==> src/rtl/keccak_arb_pkg.sv <==
// ---------------------------------------------------------------------------
// keccak_arb_pkg
// Shared types and constants for the Keccak core arbiter.
//   arb_state_t  : arbiter FSM states
//   MODE_*       : Keccak mode encodings driven on core_mode
//   KECCAK_DW    : default data word width
// ---------------------------------------------------------------------------
package keccak_arb_pkg;

   typedef enum logic [2:0] {
      ST_IDLE,
      ST_SETUP,
      ST_ABSORB,
      ST_SQUEEZE,
      ST_RELEASE
   } arb_state_t;

   localparam logic [1:0] MODE_SHA3_256 = 2'b00;
   localparam logic [1:0] MODE_SHA3_512 = 2'b01;
   localparam logic [1:0] MODE_SHAKE128 = 2'b10;
   localparam logic [1:0] MODE_SHAKE256 = 2'b11;

   localparam int KECCAK_DW = 32;

endpackage

==> src/rtl/keccak_rr_pick.sv <==
// ---------------------------------------------------------------------------
// keccak_rr_pick
// Combinational round-robin winner selection.
//   req     in  NUM_REQ : request vector
//   ptr     in  PW      : round-robin pointer (index with highest priority)
//   win     out NUM_REQ : one-hot winner (all zero when no request)
//   win_idx out PW      : index of the winner
// Build option: KECCAK_ARB_PRIO_EN gives requester 0 absolute priority; the
// remaining requesters keep rotating among themselves.
// ---------------------------------------------------------------------------
module keccak_rr_pick #(
   parameter int NUM_REQ = 4,
   parameter int PW      = 2
) (
   input  logic [NUM_REQ-1:0] req,
   input  logic [PW-1:0]      ptr,
   output logic [NUM_REQ-1:0] win,
   output logic [PW-1:0]      win_idx
);

   logic               found;
   logic [NUM_REQ-1:0] rr_req;
   int                 idx;

   always_comb begin
      win     = '0;
      win_idx = '0;
      found   = 1'b0;
      rr_req  = req;
      idx     = 0;
`ifdef KECCAK_ARB_PRIO_EN
      // Requester 0 pre-empts the rotation; mask it out of the RR search so
      // the others only rotate among themselves.
      if (req[0]) begin
         win[0] = 1'b1;
         found  = 1'b1;
      end
      rr_req[0] = 1'b0;
`endif
      // Scan from the pointer upward, wrapping to 0. ptr < NUM_REQ, so a
      // single subtraction is enough for the wrap.
      for (int k = 0; k < NUM_REQ; k++) begin
         idx = int'(ptr) + k;
         if (idx >= NUM_REQ) idx = idx - NUM_REQ;
         if (!found && rr_req[idx]) begin
            found        = 1'b1;
            win[idx]     = 1'b1;
            win_idx      = PW'(idx);
         end
      end
   end

endmodule

==> src/rtl/keccak_arbiter.sv <==
// ---------------------------------------------------------------------------
// keccak_arbiter
// Shares one Keccak core between NUM_REQ requesters. A requester is granted
// the core for a whole job (first absorbed word through last squeezed word);
// its mode is latched onto core_mode and its streams are steered to/from the
// core with purely combinational handshakes.
//
// Ports
//   clk, rst                 : clock, async active-high reset
//   req, req_mode            : per-requester job request and 2-bit mode
//   gnt, busy                : registered one-hot grant, FSM not idle
//   in_data/valid/last/ready : per-requester input streams
//   out_data/valid/last/ready: output stream (data broadcast, valid per req)
//   core_*                   : Keccak core src/dst handshakes and mode
//
// Build option: KECCAK_ARB_PRIO_EN (see keccak_rr_pick) gives requester 0
// absolute priority at arbitration time.
// ---------------------------------------------------------------------------
module keccak_arbiter
   import keccak_arb_pkg::*;
#(
   parameter int NUM_REQ = 4,
   parameter int DW      = KECCAK_DW
) (
   input  logic                    clk,
   input  logic                    rst,
   input  logic [NUM_REQ-1:0]      req,
   input  logic [2*NUM_REQ-1:0]    req_mode,
   output logic [NUM_REQ-1:0]      gnt,
   output logic                    busy,
   input  logic [DW*NUM_REQ-1:0]   in_data,
   input  logic [NUM_REQ-1:0]      in_valid,
   input  logic [NUM_REQ-1:0]      in_last,
   output logic [NUM_REQ-1:0]      in_ready,
   output logic [DW-1:0]           out_data,
   output logic [NUM_REQ-1:0]      out_valid,
   output logic                    out_last,
   input  logic [NUM_REQ-1:0]      out_ready,
   output logic [1:0]              core_mode,
   output logic [DW-1:0]           core_din,
   output logic                    core_src_ready,
   input  logic                    core_src_read,
   input  logic [DW-1:0]           core_dout,
   output logic                    core_dst_ready,
   input  logic                    core_dst_write,
   input  logic                    core_last_out_word
);

   localparam int PW = (NUM_REQ > 1) ? $clog2(NUM_REQ) : 1;

   arb_state_t                 state;
   logic [PW-1:0]              ptr;
   logic [PW-1:0]              gidx;
   logic [PW-1:0]              win_idx;
   logic [NUM_REQ-1:0]         win;
   logic [NUM_REQ-1:0][DW-1:0] in_words;
   logic [NUM_REQ-1:0][1:0]    modes;
   logic                       absorb_done;
   logic                       squeeze_done;

   assign in_words = in_data;
   assign modes    = req_mode;

   keccak_rr_pick #(
      .NUM_REQ (NUM_REQ),
      .PW      (PW)
   ) u_pick (
      .req     (req),
      .ptr     (ptr),
      .win     (win),
      .win_idx (win_idx)
   );

   assign absorb_done  = in_valid[gidx] & in_last[gidx] & core_src_read;
   assign squeeze_done = core_dst_write & core_last_out_word;
   assign busy         = (state != ST_IDLE);

   // Arbitration FSM. gnt and core_mode are registered; req is only looked
   // at in IDLE, so a requester dropping req mid-job has no effect.
   always_ff @(posedge clk or posedge rst) begin
      if (rst) begin
         state     <= ST_IDLE;
         ptr       <= '0;
         gidx      <= '0;
         gnt       <= '0;
         core_mode <= '0;
      end else begin
         case (state)
            ST_IDLE: begin
               if (|req) begin
                  gnt       <= win;
                  gidx      <= win_idx;
                  core_mode <= modes[win_idx];
                  state     <= ST_SETUP;
               end
            end
            // One dead cycle so the core sees core_mode settled before data.
            ST_SETUP:   state <= ST_ABSORB;
            ST_ABSORB:  if (absorb_done)  state <= ST_SQUEEZE;
            ST_SQUEEZE: if (squeeze_done) state <= ST_RELEASE;
            ST_RELEASE: begin
               gnt   <= '0;
               ptr   <= (gidx == PW'(NUM_REQ - 1)) ? '0 : gidx + PW'(1);
               state <= ST_IDLE;
            end
            default: state <= ST_IDLE;
         endcase
      end
   end

   // Stream steering: zero-latency pass-through for the granted requester,
   // everything else held at 0.
   always_comb begin
      in_ready       = '0;
      core_din       = '0;
      core_src_ready = 1'b0;
      out_data       = '0;
      out_valid      = '0;
      out_last       = 1'b0;
      core_dst_ready = 1'b0;
      case (state)
         ST_ABSORB: begin
            core_din       = in_words[gidx];
            core_src_ready = in_valid[gidx];
            in_ready[gidx] = core_src_read;
         end
         ST_SQUEEZE: begin
            out_data        = core_dout;
            core_dst_ready  = out_ready[gidx];
            out_valid[gidx] = core_dst_write;
            out_last        = squeeze_done;
         end
         default: ;
      endcase
   end

endmodule

==> config.mk <==
export PLATFORM = sky130hd
export DESIGN_NAME = keccak_arbiter
export DESIGN_NICKNAME = d
export VERILOG_FILES = /design/src/rtl/keccak_arb_pkg.sv /design/src/rtl/keccak_rr_pick.sv /design/src/rtl/keccak_arbiter.sv
export SDC_FILE = /design/constraint.sdc
export NUM_CORES = 1
export LEC_CHECK = 0
export ABC_AREA = 1
export BUFFER_PORTS_ARGS = -buffer_cell sky130_fd_sc_hd__buf_4
export CORE_AREA = 2 2 105 107
export CTS_CLUSTER_SIZE = 40
export DETAILED_ROUTE_END_ITERATION = 8
export DIE_AREA = 0 0 107 109
export PLACE_DENSITY_LB_ADDON = 0.2
export SKIP_CTS_REPAIR_TIMING = 1
export SLEW_MARGIN = 30
export SYNTH_ARGS = -nofsm -noshare
export SYNTH_HDL_FRONTEND = slang
export SYNTH_SLANG_ARGS = --single-unit
==> constraint.sdc <==
create_clock -name clk -period 2.5 [get_ports clk]
set_input_delay 0.5 -clock clk [delete_from_list [all_inputs] [get_ports clk]]
set_output_delay 0.5 -clock clk [all_outputs]
set_load 0.01 [all_outputs]
# Yosys cells after proc, flatten, opt, wreduce, memory -nomap -nowiden
# Index checks and enable logic that the tools add are counted.
# totals
register_bits	13
latch_bits	0
ramBits	0
romBits	0
inputBits	189
output_inout_bits	82
elab_cells	123
memories	0
# op_classes
n_addsub	8
n_mul	0
div	0
n_lt_le_gt_ge	15
n_eq_ne	8
n_shift	0
n_mux	61
bitwise	8
n_reduce_logical	18
# op_table
operator	n
$mux 32	7
$ge 32x1->1 const B	4
$lt 32x4->1 const B	4
$ge 32x4->1 const B	3
$sub 32x4->32 const B	3
$bmux 32 s2	1
$mux 4	7
$mux 1	22
$bmux 1 s2	7
$mux 2	6
$or 4x4->4	3
$pmux 3 s4	1
$demux 1 s2	5
$mux 3	3
$and 4x4->4	2
$logic_and 1x1->1	8
$pmux 4 s2	1
$add 2x2->3 const B	2
$eq 3x2->1 const B	2
$lt 2x3->1 const B	2
$ne 2x2->1 const B	3
$bmux 2 s2	1
$reduce_and 2->1	2
$reduce_or 4->1	1
other kinds (14)	18

# Logic depth before layout (Yosys ltp)
# depth
depth_word	17
depth_mapped	16
ltp_nobuf	15

# Modules after synthesis
# Synthesis repeated with hierarchy kept, for this count alone.
# hier_totals
cells_unflattened	534
area_unflattened_um2	2737.6
# by_module_without_submodules
module	n_inst	cells_each	area_per_inst_um2	seq_area_each_um2
keccak_arbiter	1	449	2223.4	325.3
keccak_rr_pick	1	85	514.2	0.0

# Worst setup path before layout
# No wires, ideal clock.
# synth_timing
path_type	reg-to-output
start	register gidx[0]
end	output in_ready[0]
arrival_time_ps	1555
required_time_ps	2000
setup_slack_ps	445
path_stages_with_launch	8
n_path_buf	3
path_cell_list	dfrtp_1 > buf_2 > clkinv_1 > clkbuf_1 > clkbuf_1 > ha_1 > inv_1 > nor2_1
# synth_between
elab_chain_cells	6
elab_cells_between_ends	7
classes_between	2 x order compare; 3 x mux; 1 x bitwise; 1 x reduce/logical
# synth_rtl
item	line_no	rtl
from (decl)	keccak_arbiter.sv:53	logic [PW-1:0] gidx;
from (signal assigned)	keccak_arbiter.sv:92	gidx <= win_idx;
$lt 2x3->1 (implied by the code) / $ge 2x1->1 (equally long branches)	keccak_arbiter.sv:125	in_ready[gidx] = core_src_read;
$logic_and 1x1->1 (implied by the code)	keccak_arbiter.sv:125	
$mux 1 (implied by the code)	keccak_arbiter.sv:125	
$demux 1 s2 (*)	keccak_arbiter.sv:125	
$and 4x4->4 (no line) (*)	n/a	
$mux 4 (*)	keccak_arbiter.sv:121	case (state)
to (decl)	keccak_arbiter.sv:34	output logic [NUM_REQ-1:0] in_ready,
# Mark *: on every way between the ends. The rest lies on a longest branch, timed or not.

# Worst setup path after layout
# layout_timing
start	register gidx[0]
end	output core_din[1]
# layout_between
elab_chain_cells	3
# layout_rtl
item	line_no	rtl
$bmux 32 s2	keccak_arbiter.sv:123	core_din = in_words[gidx];
$mux 32 (implied by the code)	keccak_arbiter.sv:123	
$mux 32	keccak_arbiter.sv:121	
to (decl)	keccak_arbiter.sv:40	output logic [DW-1:0] core_din,
# Every way passes these cells. The select of a mux whose other input is x is not followed.

==> results.ini <==
[sta]
maxSlewViolCount = 0
period_share_pct = 90.9
hold_viol = 0
timing.setup.tns_ns = 0
rsz0062_at_grt = false
fmax_mhz = 440
finalClockSkew_ns = 0.00832
tightest_slew_ns = 0.604
slew_headroom_pct = 59.4
post-route-min-period_ns = 2.27
finalSetupViolCount = 0

[detailed_routing]
avgRoutedWirePerCell_um = 14.4
drc = 0
drtIter0Drc = 371
routed_wl_um = 13100
route.vias.total = 4184
drtPass1Iterations = 7
ant_nets = 0
vias_per_cell = 4.60

[setup_path]
worst-path-buf-inv = 2
path_max_fanout = 41
end_kind = output pin
critPathSlowestCell = dfrtp_2
cp.depth = 6
timing.rr.end = core_mode[1]
cp_top_family = buffers and inverters
critPathLaunchType = flop
endpoint = core_din[1]
criticalPathCategory = reg -> out
cpPeakStageDelay_ns = 0.44
worst_ep_required_time_ns = 2.00
arrival_ns = 1.77
reg2reg_depth = 14
r2r_slack_ns = 0.28
reg2reg_from = ptr[0]
setup.worst_path.start = gidx[0]
cp_cell_sequence = buf_4 > nor2_1 > nor2_1 > o21ai_0 > a21oi_1 > buf_4

[grt]
antenna_found_initial = 0
grt_max_degree = 42
grt_pass1_wl_um = 19400
grt_pass1_vias = 3984
globalRouteOverflowTotal = 0
grt_usage_pct = 20.3

[yosys]
synth_edf_count = 0
synth.distinct_cells = 30
synth_top_area_share_pct = 26.0
synthMostInstantiatedCell = nor2_1
netlist_area_mm2 = 0.00268
synthTopCellsByArea = nor2_1 (26%), o21ai_0 (15%), dfrtp_1 (12%)
synth_fp_nets = 713
synth_cells = 516
async_flop_share_pct = 100
synthTopCellsByCount = nor2_1 (186), o21ai_0 (79), inv_1 (57), a21oi_1 (40), nand2_1 (39)
ys_seq_area_share_pct = 12.1
ys_ff_latch = 13
yosys_warnings = 0
synth_flop_cell = dfrtp_1
synth_top_area_cell = nor2_1
syn_avg_cell_area_um2 = 5.20

[cells_and_area]
multiInputGateArea_mm2 = 0.00198
fillers = 1125
fin_area_mm2 = 0.00487
register_area_um2 = 328
drive_gt1_share_pct = 40.3
nNetsFinal = 967
num_antenna_cells = 0
synthToLayoutAreaGrowth_pct = 81.7

[floorplanning]
rows = 38
num_io_pins = 271
coreArea_mm2 = 0.0106
die_y_um = 109
chipWidth_um = 107
initial_core_util_pct = 25.3
die_area_mm2 = 0.0117

[pwr]
max-vdd-ir-drop_v = 0.000492
leakage_nw = 2.70
powerDensity_mw_per_mm2 = 931

[place]
io_buffers = 270
gp_congestion = 0.916
dpl_cell_area_mm2 = 0.00483
hpwl_um = 10400

[clock_tree]
insertion_delay_ns = 0.25
htree_levels = 1
cts_made_buffers = 3
cts_tree = done
clkTransAtPathRegs_ns = 0.06
cts_root_buf = clkbuf_8
cts_buffer_depth = 2
cts_sinks = 13

[run_status]
outcome = finished, final reports clean

[hold_path]
min_path_type = in -> async

[flow_run]
maxCapViolCount = 0

==> worst min-delay path by stage <==
stage / slack [ns] / to / from
6_report: 0.30 / gnt[3] / rst
5_1_grt: 0.33 / gnt[3] / rst
2_1_floorplan: 0.38 / core_mode[0] / rst
3_5_place_dp: 0.49 / core_mode[0] / core_mode[0]
4_1_cts: 0.32 / gnt[3] / rst
3_3_place_gp: 0.50 / core_mode[1] / core_mode[1]
==> placed cells by master (no fill, tap or decap), types with 2 or more instances in the layout <==
cell,instances
nand2_1,39
dfrtp_2,2
dfrtp_1,11
o21ai_0,79
buf_4,279
clkbuf_8,3
inv_1,57
ha_1,8
nor2_1,186
a21oi_1,40
inv_2,4
nand2_8,2
nand2_4,7
nand4_1,3
nand2_2,6
nand3_2,3
clkinv_1,2
a22oi_1,4
nand3_1,22
o21ai_1,2
==> worst register-to-register path, stage by stage (launching register included) <==
cell and delay (ns):
dfrtp_2 0.52, inv_8 0.10, ha_1 0.38, inv_1 0.11, nand3_2 0.10, nand2_4 0.11, inv_2 0.07, nor2_8 0.16
nand4_4 0.14, nand2_4 0.12, nand2_1 0.06, nand3_1 0.08, nand2_1 0.06, nand2_1 0.05, nand2_1 0.05
==> through the flow <==
stage	setup slack, ns	total power [W]	cells	hold slack, ns	utilization (%)
floorplan	0.445	0.00281	516	0.377	-
global placement	0.293	0.00426	905	0.499	45.5
detailed placement	0.179	0.00433	905	0.487	45.5
CTS	0.173	0.00455	909	0.317	46.0
global route	0.0645	0.00497	909	0.334	46.0
finish	0.228	0.00454	909	0.296	46.0
==> report_power, final <==
part           leakage, nW  total [W]  internal [W]  switching (W)
clock network       0.0228   0.000199      0.000113      0.0000862
registers            0.163   0.000396      0.000296      0.0000992
logic                 2.52    0.00394       0.00161        0.00233
total                 2.70    0.00454       0.00202        0.00252
==> sequential cells by signal, summed over array words and instances, names as in the netlist <==
name,flops
state,3
ptr,2
gidx,2
gnt,4
core_mode,2
==> metal layers <==
layer / GRT usage, % / vias to the layer above / share of wire (%)
li1: - / 2141 / -
met1: 25.8 / 1861 / 42
met2: 37.0 / 163 / 50
met3: 2.21 / 19 / 5.9
met4: 4.36 / 0 / 1.8
met5: 0 / - / 0
==> layout make-up <==
type                    instances  share of cell area, %
repair buffers                279                   43.0
multi-input cells             409                   40.7
clock buffers                   4                  0.924
inverters                      64                   5.08
flip-flops and latches         13                   6.72
well taps                     140                   3.59
==> cell families after synthesis <==
group	count (synthesis)	share of synthesized area [%]
and+or+nand+nor	273	45.7
AOI/OAI and AO/OA	128	24.5
buffers and inverters	94	13.9
DFF	13	12.1
adders and majority gates	8	3.73
No activity file was read; power rests on OpenSTA's default activity.
